**config.mk**
```make
export PLATFORM = sky130hd
export DESIGN_NAME = melody_sequencer
export DESIGN_NICKNAME = d
export VERILOG_FILES = /design/src/rtl/melody_sequencer.sv
export SDC_FILE = /design/constraint.sdc
export NUM_CORES = 1
export LEC_CHECK = 0
export ABC_AREA = 1
export ABC_CLOCK_PERIOD_IN_PS = 2600
export CORE_MARGIN = 3
export CORE_UTILIZATION = 56
export DETAILED_ROUTE_END_ITERATION = 10
export HOLD_SLACK_MARGIN = 0.06
export PLACE_DENSITY = 0.86
export SLEW_MARGIN = 20
export SYNTH_ARGS = -nofsm -noshare
export SYNTH_HDL_FRONTEND = slang
export SYNTH_SLANG_ARGS = --single-unit
```
**constraint.sdc**
```tcl
create_clock -name clock -period 2.6 [get_ports clock]
set_clock_uncertainty 0.05 [all_clocks]
set_input_delay 0.26 -clock clock [delete_from_list [all_inputs] [get_ports clock]]
set_output_delay 0.26 -clock clock [all_outputs]
set_load 0.02 [all_outputs]
```
**src/rtl/melody_sequencer.sv**
```systemverilog
// Score-ROM sequencer for the square-wave tone generator: walks a fixed score at a tick-based
// tempo and hands the generator a divider, gate and load strobe per step, mirroring the note on the LEDs.
module melody_sequencer #(
  parameter int CLK_HZ    = 100_000_000,
  parameter int TICK_DIV  = 6_250_000,
  parameter int GAP_TICKS = 1,
  parameter int SCORE_LEN = 16
) (
  input  logic        clock,
  input  logic        reset,
  input  logic        play,
  input  logic        stop,
  input  logic        loop_en,
  output logic [20:0] half_period,
  output logic        gate,
  output logic        note_valid,
  output logic [2:0]  note_idx,
  output logic [3:0]  step,
  output logic        busy,
  output logic [9:0]  led
);

  localparam int            TW        = (TICK_DIV > 1) ? $clog2(TICK_DIV) : 1;
  localparam logic [TW-1:0] TICK_LAST = TW'(TICK_DIV - 1);
  localparam logic [3:0]    LAST_STEP = 4'(SCORE_LEN - 1);
  localparam logic [7:0]    GAP_LOAD  = 8'(GAP_TICKS);
  localparam logic [2:0]    REST      = 3'd7;

  typedef enum logic [1:0] {IDLE, FETCH, SOUND, GAP} state_t;

  state_t        state;
  logic [TW-1:0] tick_cnt;
  logic [3:0]    dur_cnt;
  logic [7:0]    gap_cnt;
  logic [6:0]    entry;
  logic [2:0]    rom_note;
  logic [3:0]    rom_len;
  logic          marker;
  logic          tick;
  logic          note_done;
  logic          advance;
  logic          to_idle;

  // Score entry is {note, len}; len of zero marks the end of the score.
  function automatic logic [6:0] rom_entry(input logic [3:0] idx);
    if (idx < 4'd7)
      return {idx[2:0], 4'd8};
    else if (idx == 4'd7)
      return {REST, 4'd4};
    else
      return 7'd0;
  endfunction

  function automatic logic [20:0] divider(input logic [2:0] n);
    case (n)
      3'd0:    return 21'(CLK_HZ / (2 * 523));
      3'd1:    return 21'(CLK_HZ / (2 * 587));
      3'd2:    return 21'(CLK_HZ / (2 * 659));
      3'd3:    return 21'(CLK_HZ / (2 * 698));
      3'd4:    return 21'(CLK_HZ / (2 * 783));
      3'd5:    return 21'(CLK_HZ / (2 * 880));
      3'd6:    return 21'(CLK_HZ / (2 * 987));
      default: return 21'd0;
    endcase
  endfunction

  // Stop, an unlooped marker and an unlooped end-of-score all collapse into one return to IDLE.
  always_comb begin
    entry     = rom_entry(step);
    rom_note  = entry[6:4];
    rom_len   = entry[3:0];
    marker    = (rom_len == 4'd0);
    tick      = (tick_cnt == TICK_LAST);
    note_done = (state == SOUND) && tick && (dur_cnt == 4'd1);
    advance   = (note_done && (GAP_TICKS == 0))
             || ((state == GAP) && tick && (gap_cnt == 8'd1));
    to_idle   = stop
             || ((state == FETCH) && marker && ((step == 4'd0) || !loop_en))
             || (advance && (step == LAST_STEP) && !loop_en);
  end

  always_ff @(posedge clock) begin
    if (reset) begin
      state       <= IDLE;
      half_period <= '0;
      gate        <= 1'b0;
      note_valid  <= 1'b0;
      note_idx    <= '0;
      step        <= '0;
      busy        <= 1'b0;
      led         <= '0;
      tick_cnt    <= '0;
      dur_cnt     <= '0;
      gap_cnt     <= '0;
    end else begin
      note_valid <= 1'b0;
      if (to_idle) begin
        state       <= IDLE;
        busy        <= 1'b0;
        gate        <= 1'b0;
        led         <= '0;
        half_period <= '0;
        tick_cnt    <= '0;
        dur_cnt     <= '0;
        gap_cnt     <= '0;
      end else begin
        case (state)
          IDLE: begin
            if (play) begin
              step  <= '0;
              busy  <= 1'b1;
              state <= FETCH;
            end
          end
          FETCH: begin
            if (marker) begin
              step <= '0;
            end else begin
              half_period <= divider(rom_note);
              note_idx    <= rom_note;
              gate        <= (rom_note != REST);
              led         <= (rom_note == REST) ? 10'd0 : (10'd1 << rom_note);
              dur_cnt     <= rom_len;
              tick_cnt    <= '0;
              note_valid  <= 1'b1;
              state       <= SOUND;
            end
          end
          SOUND: begin
            tick_cnt <= tick ? '0 : tick_cnt + 1'b1;
            if (tick)
              dur_cnt <= dur_cnt - 4'd1;
            if (note_done) begin
              gate <= 1'b0;
              led  <= '0;
              if (GAP_TICKS > 0) begin
                gap_cnt <= GAP_LOAD;
                state   <= GAP;
              end
            end
          end
          GAP: begin
            tick_cnt <= tick ? '0 : tick_cnt + 1'b1;
            if (tick)
              gap_cnt <= gap_cnt - 8'd1;
          end
          default: state <= IDLE;
        endcase
        // The last ROM slot wraps to 0; an unlooped wrap was already caught by to_idle.
        if (advance) begin
          state <= FETCH;
          step  <= (step == LAST_STEP) ? 4'd0 : step + 4'd1;
        end
      end
    end
  end

endmodule

```
==> impl.org, run 1 <==
** Outcome
- The run finished with clean final reports.

** Floorplanning
- X dimension of the die :: 89.0 microns
- The initial utilization of the core area, before any placement, comes to 59.1%.
- Placeable core region :: 0.00653 sq mm
- Y dimension of the die :: 89.0 microns
- 46 I/O pins were placed.
- DIE AREA :: 0.00792 sq mm
- Site row count :: 29

** Setup path
- The endpoint identified for the worst register-to-register timing path is led[1]$_SDFFE_PP0P_.
- The critical path starts at state[0]$_SDFFE_PP0P_.
- On the critical path the largest part of the delay comes from simple AND/OR/NAND/NOR gates.
- Along the worst path, the maximum fanout reaches 13.
- The setup path with the least slack is of type reg2reg.
- The signal on the critical path passes through inv_1, ha_1, buf_4, inv_1, nand2_1, o21ai_1, nand2_1, nor2_2, inv_1, nand2_1, nand2_1, nor2_1.
- Required time at the endpoint of the critical path :: 2.84 ns
- STA puts the critical path data arrival time at 2.56 ns.
- By instance count, the cell type seen most on the critical path is nand2_1.
- Worst Setup End Kind :: flip-flop
- Setup slack on the worst reg-to-reg path comes out at 0.28 ns.
- Critical path buffer and inverter count :: 4
- Crit. path cell count :: 12
- CP peak stage delay :: 0.39 ns
- The most critical setup path has its endpoint at led[1]$_SDFFE_PP0P_.
- Reg2Reg Depth :: 12
- The worst register-to-register path begins at state[0]$_SDFFE_PP0P_.
- On the critical path, the stage with the largest delay is an instance of dfxtp_1.
- Setup crit start kind :: flip-flop

** Power
- Across the VDD grid, the largest voltage drop is 0.407 mV.
- Cell leakage power :: 1.78 nW
- Post-layout total power :: 2.43 mW
- Power density over cell area :: 541 mW/mm^2

** Placed design
- Post-place instance area :: 0.00427 sq mm
- Routability-driven placement congestion ratio :: 0.999
- Summed over all nets, the half-perimeter wirelength after detailed placement is 7.00 mm.
- Number of instances in the placed design :: 688
- Port buffering added 37 buffers.

** STA
- Setup repair after global routing missed its margin :: false
- Setup Total Neg Slack :: 0 ns
- After layout, the worst path uses 89.1% of the clock period.
- Number of slew-limit violations in the final report :: 0
- The routed design could run at a clock period as short as 2.32 ns.
- The worst pin sits at a relative slew slack of 66.8%.
- Derived from the worst setup path, the maximum achievable clock frequency is 0.432 GHz.
- Number of setup violations in the final report :: 0
- Final number of hold-violating endpoints :: 0
- Slew @ Worst Pin :: 0.494 ns

** Clocking
- In this run the clock root is driven by a clkbuf_8.
- After clock tree synthesis, the clock-pin slew on the worst setup and hold paths is 0.09 ns.
- In this run the number of H-tree levels came out at 3.
- The tree built by TritonCTS fans out to 69 sinks.
- Quantity of hold-fixing buffers added after cts :: 0
- The number of setup buffers added after CTS is 0.
- TritonCTS built the clock tree.
- In this run the deepest clock path goes through 2 buffers.
- Post-cts repair resize count :: 0
- Number of buffers created by CTS :: 9
- Latest clock arrival within the worst-skew pair :: 0.36 ns

** Yosys
- The average instance in the mapped netlist occupies 6.62 sq um.
- Counting flops with a built-in enable in the synthesized netlist gives 0.
- Count of mapped cells out of synthesis :: 583
- Synth warnings :: 0
- Count of cell types in the netlist :: 34
- Share of async-settable or async-resettable flops after synthesis :: 0%
- Primary flip-flop cell chosen by synthesis mapping :: dfxtp_1
- After synthesis the netlist holds a flip-flop and latch count of 69.
- Cell area after technology mapping :: 0.00386 sq mm
- Sequential share of the synthesized area :: 35.8%

** Detailed routing
- The detailed router placed 3897 vias in this run.
- Violation count after the first detailed-routing iteration :: 330
- Number of antenna-violating nets in the routed design :: 0
- The final layout contains routed wiring with a total length of 9.52 mm.
- Number of detailed-routing iterations run before antenna repair :: 6
- Average vias per placed instance :: 5.54
- Dividing the detail-routed wire length by the instance count gives 13.5 microns.
- For this run, design rule violations remaining after detail routing come to 0.

** Global route
- The number of global-route vias before repair is 3499.
- Wire length of the first global-routing pass :: 15.8 mm
- GRT Overall Usage :: 25.3%
- The initial antenna violation count came to 0.
- Entering global routing, the biggest net connects 24 pins.
- Total gr overflow :: 0

** Layout
- The area growth from synthesis to layout is 16.4%.
- The library cell used most frequently in the layout, excluding fill and tap cells, is nand2_1.
- The number of antenna diodes in the final layout is 0.
- Total number of nets in the final design :: 639
- Fraction of layout cells with a size suffix above 1 :: 6.54%
- After routing the design area is 0.00449 sq mm.
- Number of fillers in the final layout :: 541
- Core occupancy in the finished layout :: 68.8%
- The finished layout holds 704 standard cells, fillers aside.
- Leaving out fill and tap cells, the most frequent cells in the layout are nand2_1 (133), nor2_1 (104), dfxtp_1 (69), inv_1 (58).

** Worst hold path
- Type of the worst min-delay path :: reg2reg

** Flow run
- Max capacitance violation total :: 0
worst min-delay path: stages, from the launching register on:
cell,delay (ns)
dfxtp_1,0.31
nand2_1,0.06
a21oi_1,0.06
layer usage:
layer / routed length [microns] / global-route usage (%) / up-vias
li1: - / - / 1928
met1: 4340 / 34.8 / 1766
met2: 4180 / 38.6 / 179
met3: 804 / 6.82 / 24
met4: 193 / 8.25 / 0
met5: 0 / 0 / -
final cells by class:
type                            instances  area [sq um]  share of cell area, %
Sequential cell                        69          1380                   30.8
Timing Repair Buffer                   44           423                   9.42
Inverter                               62           233                   5.18
Tap cell                               77          96.3                   2.14
Multi-Input combinational cell        436          2130                   47.5
Clock inverter                          7           103                   2.28
Clock buffer                            9           124                   2.76
state kept, by name (all words and copies together) (netlist names):
name / cells
tick_cnt: 23
half_period: 15
gap_cnt: 8
led: 7
dur_cnt: 4
step: 4
note_idx: 3
state: 2
busy: 1
gate: 1
note_valid: 1
cells in the mapped netlist, types with 2 or more instances:
cell type,number,share of area (%)
nand3_1,35,4.5
dfxtp_1,69,36
buf_2,7,0.91
nand2_1,133,13
nand4_1,16,2.6
nor2_1,104,10
clkbuf_1,5,0.49
inv_1,58,5.6
o21ai_1,3,0.39
o21ai_0,31,4.0
a21oi_1,37,4.8
xor2_1,17,3.9
buf_4,10,1.9
a31oi_1,4,0.65
and2_1,2,0.32
xnor2_1,2,0.45
ha_1,12,3.9
o21bai_1,2,0.39
nor4_1,3,0.49
inv_2,4,0.39
nand3_2,2,0.52
nor2_2,6,0.97
nor3_1,10,1.3
through the flow:
step,hold slack [ns],worst slack (ns)
6_report,0.417,0.285
5_1_grt,0.438,0.0149
4_1_cts,0.420,0.332
3_5_place_dp,0.406,0.350
3_3_place_gp,0.401,0.417
2_1_floorplan,0.279,0.723
report_power, final:
group          switching (mW)  internal (mW)  leakage [nW]
sequential             0.0143           1.08         0.557
combinational           0.229          0.105          1.12
clock                   0.453          0.551         0.111
total                   0.696           1.73          1.78
worst min path at each step:
| stage | cells after the start | start | to | slack (ns) |
|---|---|---|---|---|
| detailed placement | 2 | half_period[14]$_SDFFE_PP0P_ | half_period[14]$_SDFFE_PP0P_ | 0.41 |
| global route | 2 | half_period[8]$_SDFFE_PP0P_ | half_period[8]$_SDFFE_PP0P_ | 0.44 |
| CTS | 2 | half_period[14]$_SDFFE_PP0P_ | half_period[14]$_SDFFE_PP0P_ | 0.42 |
| finish | 2 | half_period[8]$_SDFFE_PP0P_ | half_period[8]$_SDFFE_PP0P_ | 0.42 |
| floorplan | 1 | reset | note_idx[0]$_SDFFE_PP0P_ | 0.28 |
| global placement | 2 | half_period[4]$_SDFFE_PP0P_ | half_period[4]$_SDFFE_PP0P_ | 0.40 |
cells by family (layout without fill, tap and decap cells):
family          count (synthesis)  after routing  synth area share [%]
other cells                     1              8                0.0972
flops                          69             69                  35.8
compound gates                 81             81                  11.1
fa+ha+maj                      12             12                  3.89
simple gates                  316            316                  35.2
xor+xnor                       19             19                  4.31
buf+inv                        85            122                  9.66
No activity file was read; power rests on OpenSTA's default activity.
==> inputs of run 2 (changes only) <==
- SETUP_SLACK_MARGIN: not set -> 0.05
==> run 2 against run 1 <==
- global-route usage unchanged
- sequential cell count unchanged
- sequential share of layout area about the same
- die area unchanged
- largest cell class unchanged
- total power about the same
- core utilization up 0.077 points
- count of clock-buffer cells in the layout unchanged
- first-iteration DRC count down 2.7%
- largest power group unchanged
==> impl.org, run 2 (synthesis results as in run 1) <==
** Layout
- The flip-flop count of the largest register, all copies and words added is 23 (unchanged).
- The share of final-layout standard cells stronger than drive strength 1 was 6.54% (unchanged).
- Commonest non-fill, non-tap cell in the layout :: nand2_1
- tick_cnt holds more flip-flops than any other register.
- The library cells used most frequently in the layout, excluding fill and tap cells, are nand2_1 (133), nor2_1 (104), dfxtp_1 (69), inv_1 (58).
- From synthesis to final layout, the design area changed by 16.5%.
- The number of non-filler instances in the completed layout came to 704 (unchanged).
- Leading registers by flop count :: tick_cnt: 23 flops, half_period: 15 flops, gap_cnt: 8 flops
- Number of fillers in the final layout :: 540 (-0.18%)
- Total number of nets in the final design :: 639 (unchanged)
- Core occupancy in the finished layout :: 68.9% (+0.077 points)
- The number of antenna diodes came to 0 (unchanged).

** Setup path
- In this design, the critical path's most frequently occurring cell is nand2_1.
- Cell type of the slowest stage on the worst timing path :: dfxtp_1
- The critical path is of the reg2reg type.
- Required time at the endpoint of the critical path :: 2.78 ns (-0.06 ns)
- STA classifies the critical path startpoint as a flip-flop.
- Critical path's top delay family :: simple AND/OR/NAND/NOR gates
- The worst setup path is captured at a flip-flop.
- Flop2flop setup slack :: 0.40 ns (+0.12 ns)
- Worst R2R Start :: state[1]$_SDFFE_PP0P_
- Arrival time of the worst setup path :: 2.38 ns (-0.18 ns)
- Worst reg2reg path endpoint :: tick_cnt[12]$_SDFFE_PP0P_
- Cell-by-cell trace of the critical path :: inv_1, ha_1, nand2_1, o21ai_1, buf_4, inv_2, nand2_1, nor2_1, nand2_1, nand2_1, nand2_1, o21bai_1, nor2_1
- The peak fanout along the critical path came to 13 (unchanged).
- The critical path buffer and inverter count came to 3 (-1).
- Reg2Reg Depth :: 13 (+1)
- The maximum cell stage delay along the critical path is 0.36 ns (-0.03 ns).

** STA
- The count of final hold-check violations came to 0 (unchanged).
- Worst slew slack as a fraction of its limit :: 66.5% (-0.26 points)
- Setup repair after global routing left no endpoint under its margin.
- Number of slew-limit violations in the final report :: 0 (unchanged)
- The measured slew at the worst slew-check pin came to 0.498 ns (+0.00389 ns).
- Min Hold Slack :: 0.417 ns (+0.0000920 ns)
- The highest clock frequency the design can meet is 0.455 GHz (+5.3%).
- Portion of the clock cycle consumed by the worst path in the final layout :: 84.6% (-4.4 points)
- The shortest clock period the worst path allows after layout was 2.20 ns (-0.116 ns).
- The total setup violations reported at the end of the flow came to 0 (unchanged).
- Setup Total Neg Slack :: 0 ns (unchanged)

** Floorplanning
- The starting utilization of the core area is 59.1% (unchanged).
- Site row count :: 29 (unchanged)
- Y dimension of the die :: 89.0 microns (unchanged)
- DIE AREA :: 0.00792 sq mm (unchanged)
- The placeable core region came to 0.00653 sq mm (unchanged).
- X dimension of the die :: 89.0 microns (unchanged)
- The number of top-level pins is 46 (unchanged).

** Detailed routing
- Number of detailed-routing iterations run before antenna repair :: 6 (unchanged)
- The mean routed wirelength per cell came to 13.5 microns (about the same).
- The number of DRC violations after detailed routing came to 0 (unchanged).
- The wire length reported by the detailed router came to 9.52 mm (about the same).
- The routed via count is 3895 (-0.051%).
- Violation count after the first detailed-routing iteration :: 321 (-2.7%)
- The routed via count divided by cell count was 5.53 (about the same).
- Number of antenna-violating nets in the routed design :: 0 (unchanged)

** Worst hold path
- The worst hold path cell count came to 2 (unchanged).
- Destination of the worst hold path :: half_period[8]$_SDFFE_PP0P_
- Type of the worst min-delay path :: reg2reg
- Start point of the worst min-delay path :: half_period[8]$_SDFFE_PP0P_

** Placed design
- The count of placed standard cells including taps is 688 (unchanged).
- Buffers on Ports :: 37 (unchanged)
- HPWL after detailed placement :: 7.00 mm (unchanged)
- Routability-driven placement congestion ratio :: 0.999 (unchanged)

** Flow run
- Max capacitance violation total :: 0 (unchanged)

** Global route
- Total gr overflow :: 0 (unchanged)
- met2 is the most crowded layer.
- Wire length of the first global-routing pass :: 15.8 mm (unchanged)
- Fraction of met2 tracks used by global routing :: 38.6% (unchanged)
- The met3 layer usage reported by global route is 6.82% (unchanged).
- The initial antenna violation count was 0 (unchanged).
- Global Route met1 Usage :: 34.8% (unchanged)
- The pin count of the biggest net entering global routing is 24 (unchanged).
- Number of global-route vias before repair :: 3499 (unchanged)
- The global-route usage over all layers was 25.3% (unchanged).

** Clocking
- Number of buffers created by CTS :: 9 (unchanged)
- The H-tree depth is 3 (unchanged).
- The number of gates given a new drive strength after cts is 0 (unchanged).
- Latest clock arrival within the worst-skew pair :: 0.36 ns (about the same)
- The number of buffers inserted to repair setup after CTS was 0 (unchanged).
- Total number of clock tree sinks :: 69 (unchanged)
- The register clock-pin slew on the reported worst setup and hold paths was 0.09 ns (about the same).
- Cell at the root of the clock tree :: clkbuf_8
- The worst-case clock buffer depth is 2 (unchanged).
- TritonCTS built the clock tree.
- Quantity of hold-fixing buffers added after cts :: 0 (unchanged)

** Power
- The ratio of total power to cell area is 540 mW/mm^2 (about the same).
- Peak supply drop :: 0.407 mV (about the same)
- Cell leakage power :: 1.79 nW (about the same)

** Outcome
- Status :: complete, no violations
-- run 2: worst max-delay path by stage --
| stage | startpoint | to | slack (ns) | depth (start not counted) |
|---|---|---|---|---|
| 5_1_grt | state[0]$_SDFFE_PP0P_ | led[1]$_SDFFE_PP0P_ | 0.14 | 12 |
| 6_report | state[1]$_SDFFE_PP0P_ | tick_cnt[12]$_SDFFE_PP0P_ | 0.40 | 13 |
| 3_5_place_dp | state[0]$_SDFFE_PP0P_ | led[1]$_SDFFE_PP0P_ | 0.35 | 12 |
| 4_1_cts | state[0]$_SDFFE_PP0P_ | led[1]$_SDFFE_PP0P_ | 0.33 | 12 |
| 2_1_floorplan | state[0]$_SDFFE_PP0P_ | tick_cnt[12]$_SDFFE_PP0P_ | 0.72 | 13 |
| 3_3_place_gp | state[0]$_SDFFE_PP0P_ | led[4]$_SDFFE_PP0P_ | 0.42 | 12 |
-- run 2: stage by stage --
stage                     instance area, sq um  setup WS [ns]  power (mW)
after floorplan                           3890          0.723        1.35
after global placement                    4270          0.417        1.44
after detailed placement                  4270          0.350        1.44
after CTS                                 4490          0.332        2.44
after global routing                      4500          0.140        2.52
final                                     4500          0.400        2.43
-- run 2: per-layer routing --
layer  wire length (microns)  vias to the layer above
met5                       0                        -
met4                     167                        0
met3                     830                       18
met2                    4210                      184
met1                    4310                     1766
li1                        -                     1927
-- run 2: report_power, final --
part | internal, mW | switching [mW] | leakage (nW)
clock network | 0.551 | 0.452 | 0.111
logic | 0.105 | 0.230 | 1.12
registers | 1.08 | 0.0143 | 0.557
-- run 2: worst min-delay path, cell delays in order (launching register included) --
cell     delay (ns)
dfxtp_1        0.31
nand2_1        0.06
a21oi_1        0.06
-- run 2: area by class of cell --
type	instances	area, sq um	share of cell area (%)
well taps	77	96.3	2.14
clock inverters	7	103	2.28
flip-flops and latches	69	1380	30.7
inverters	62	233	5.18
repair buffers	44	423	9.40
clock buffers	9	124	2.75
multi-input cells	436	2140	47.5
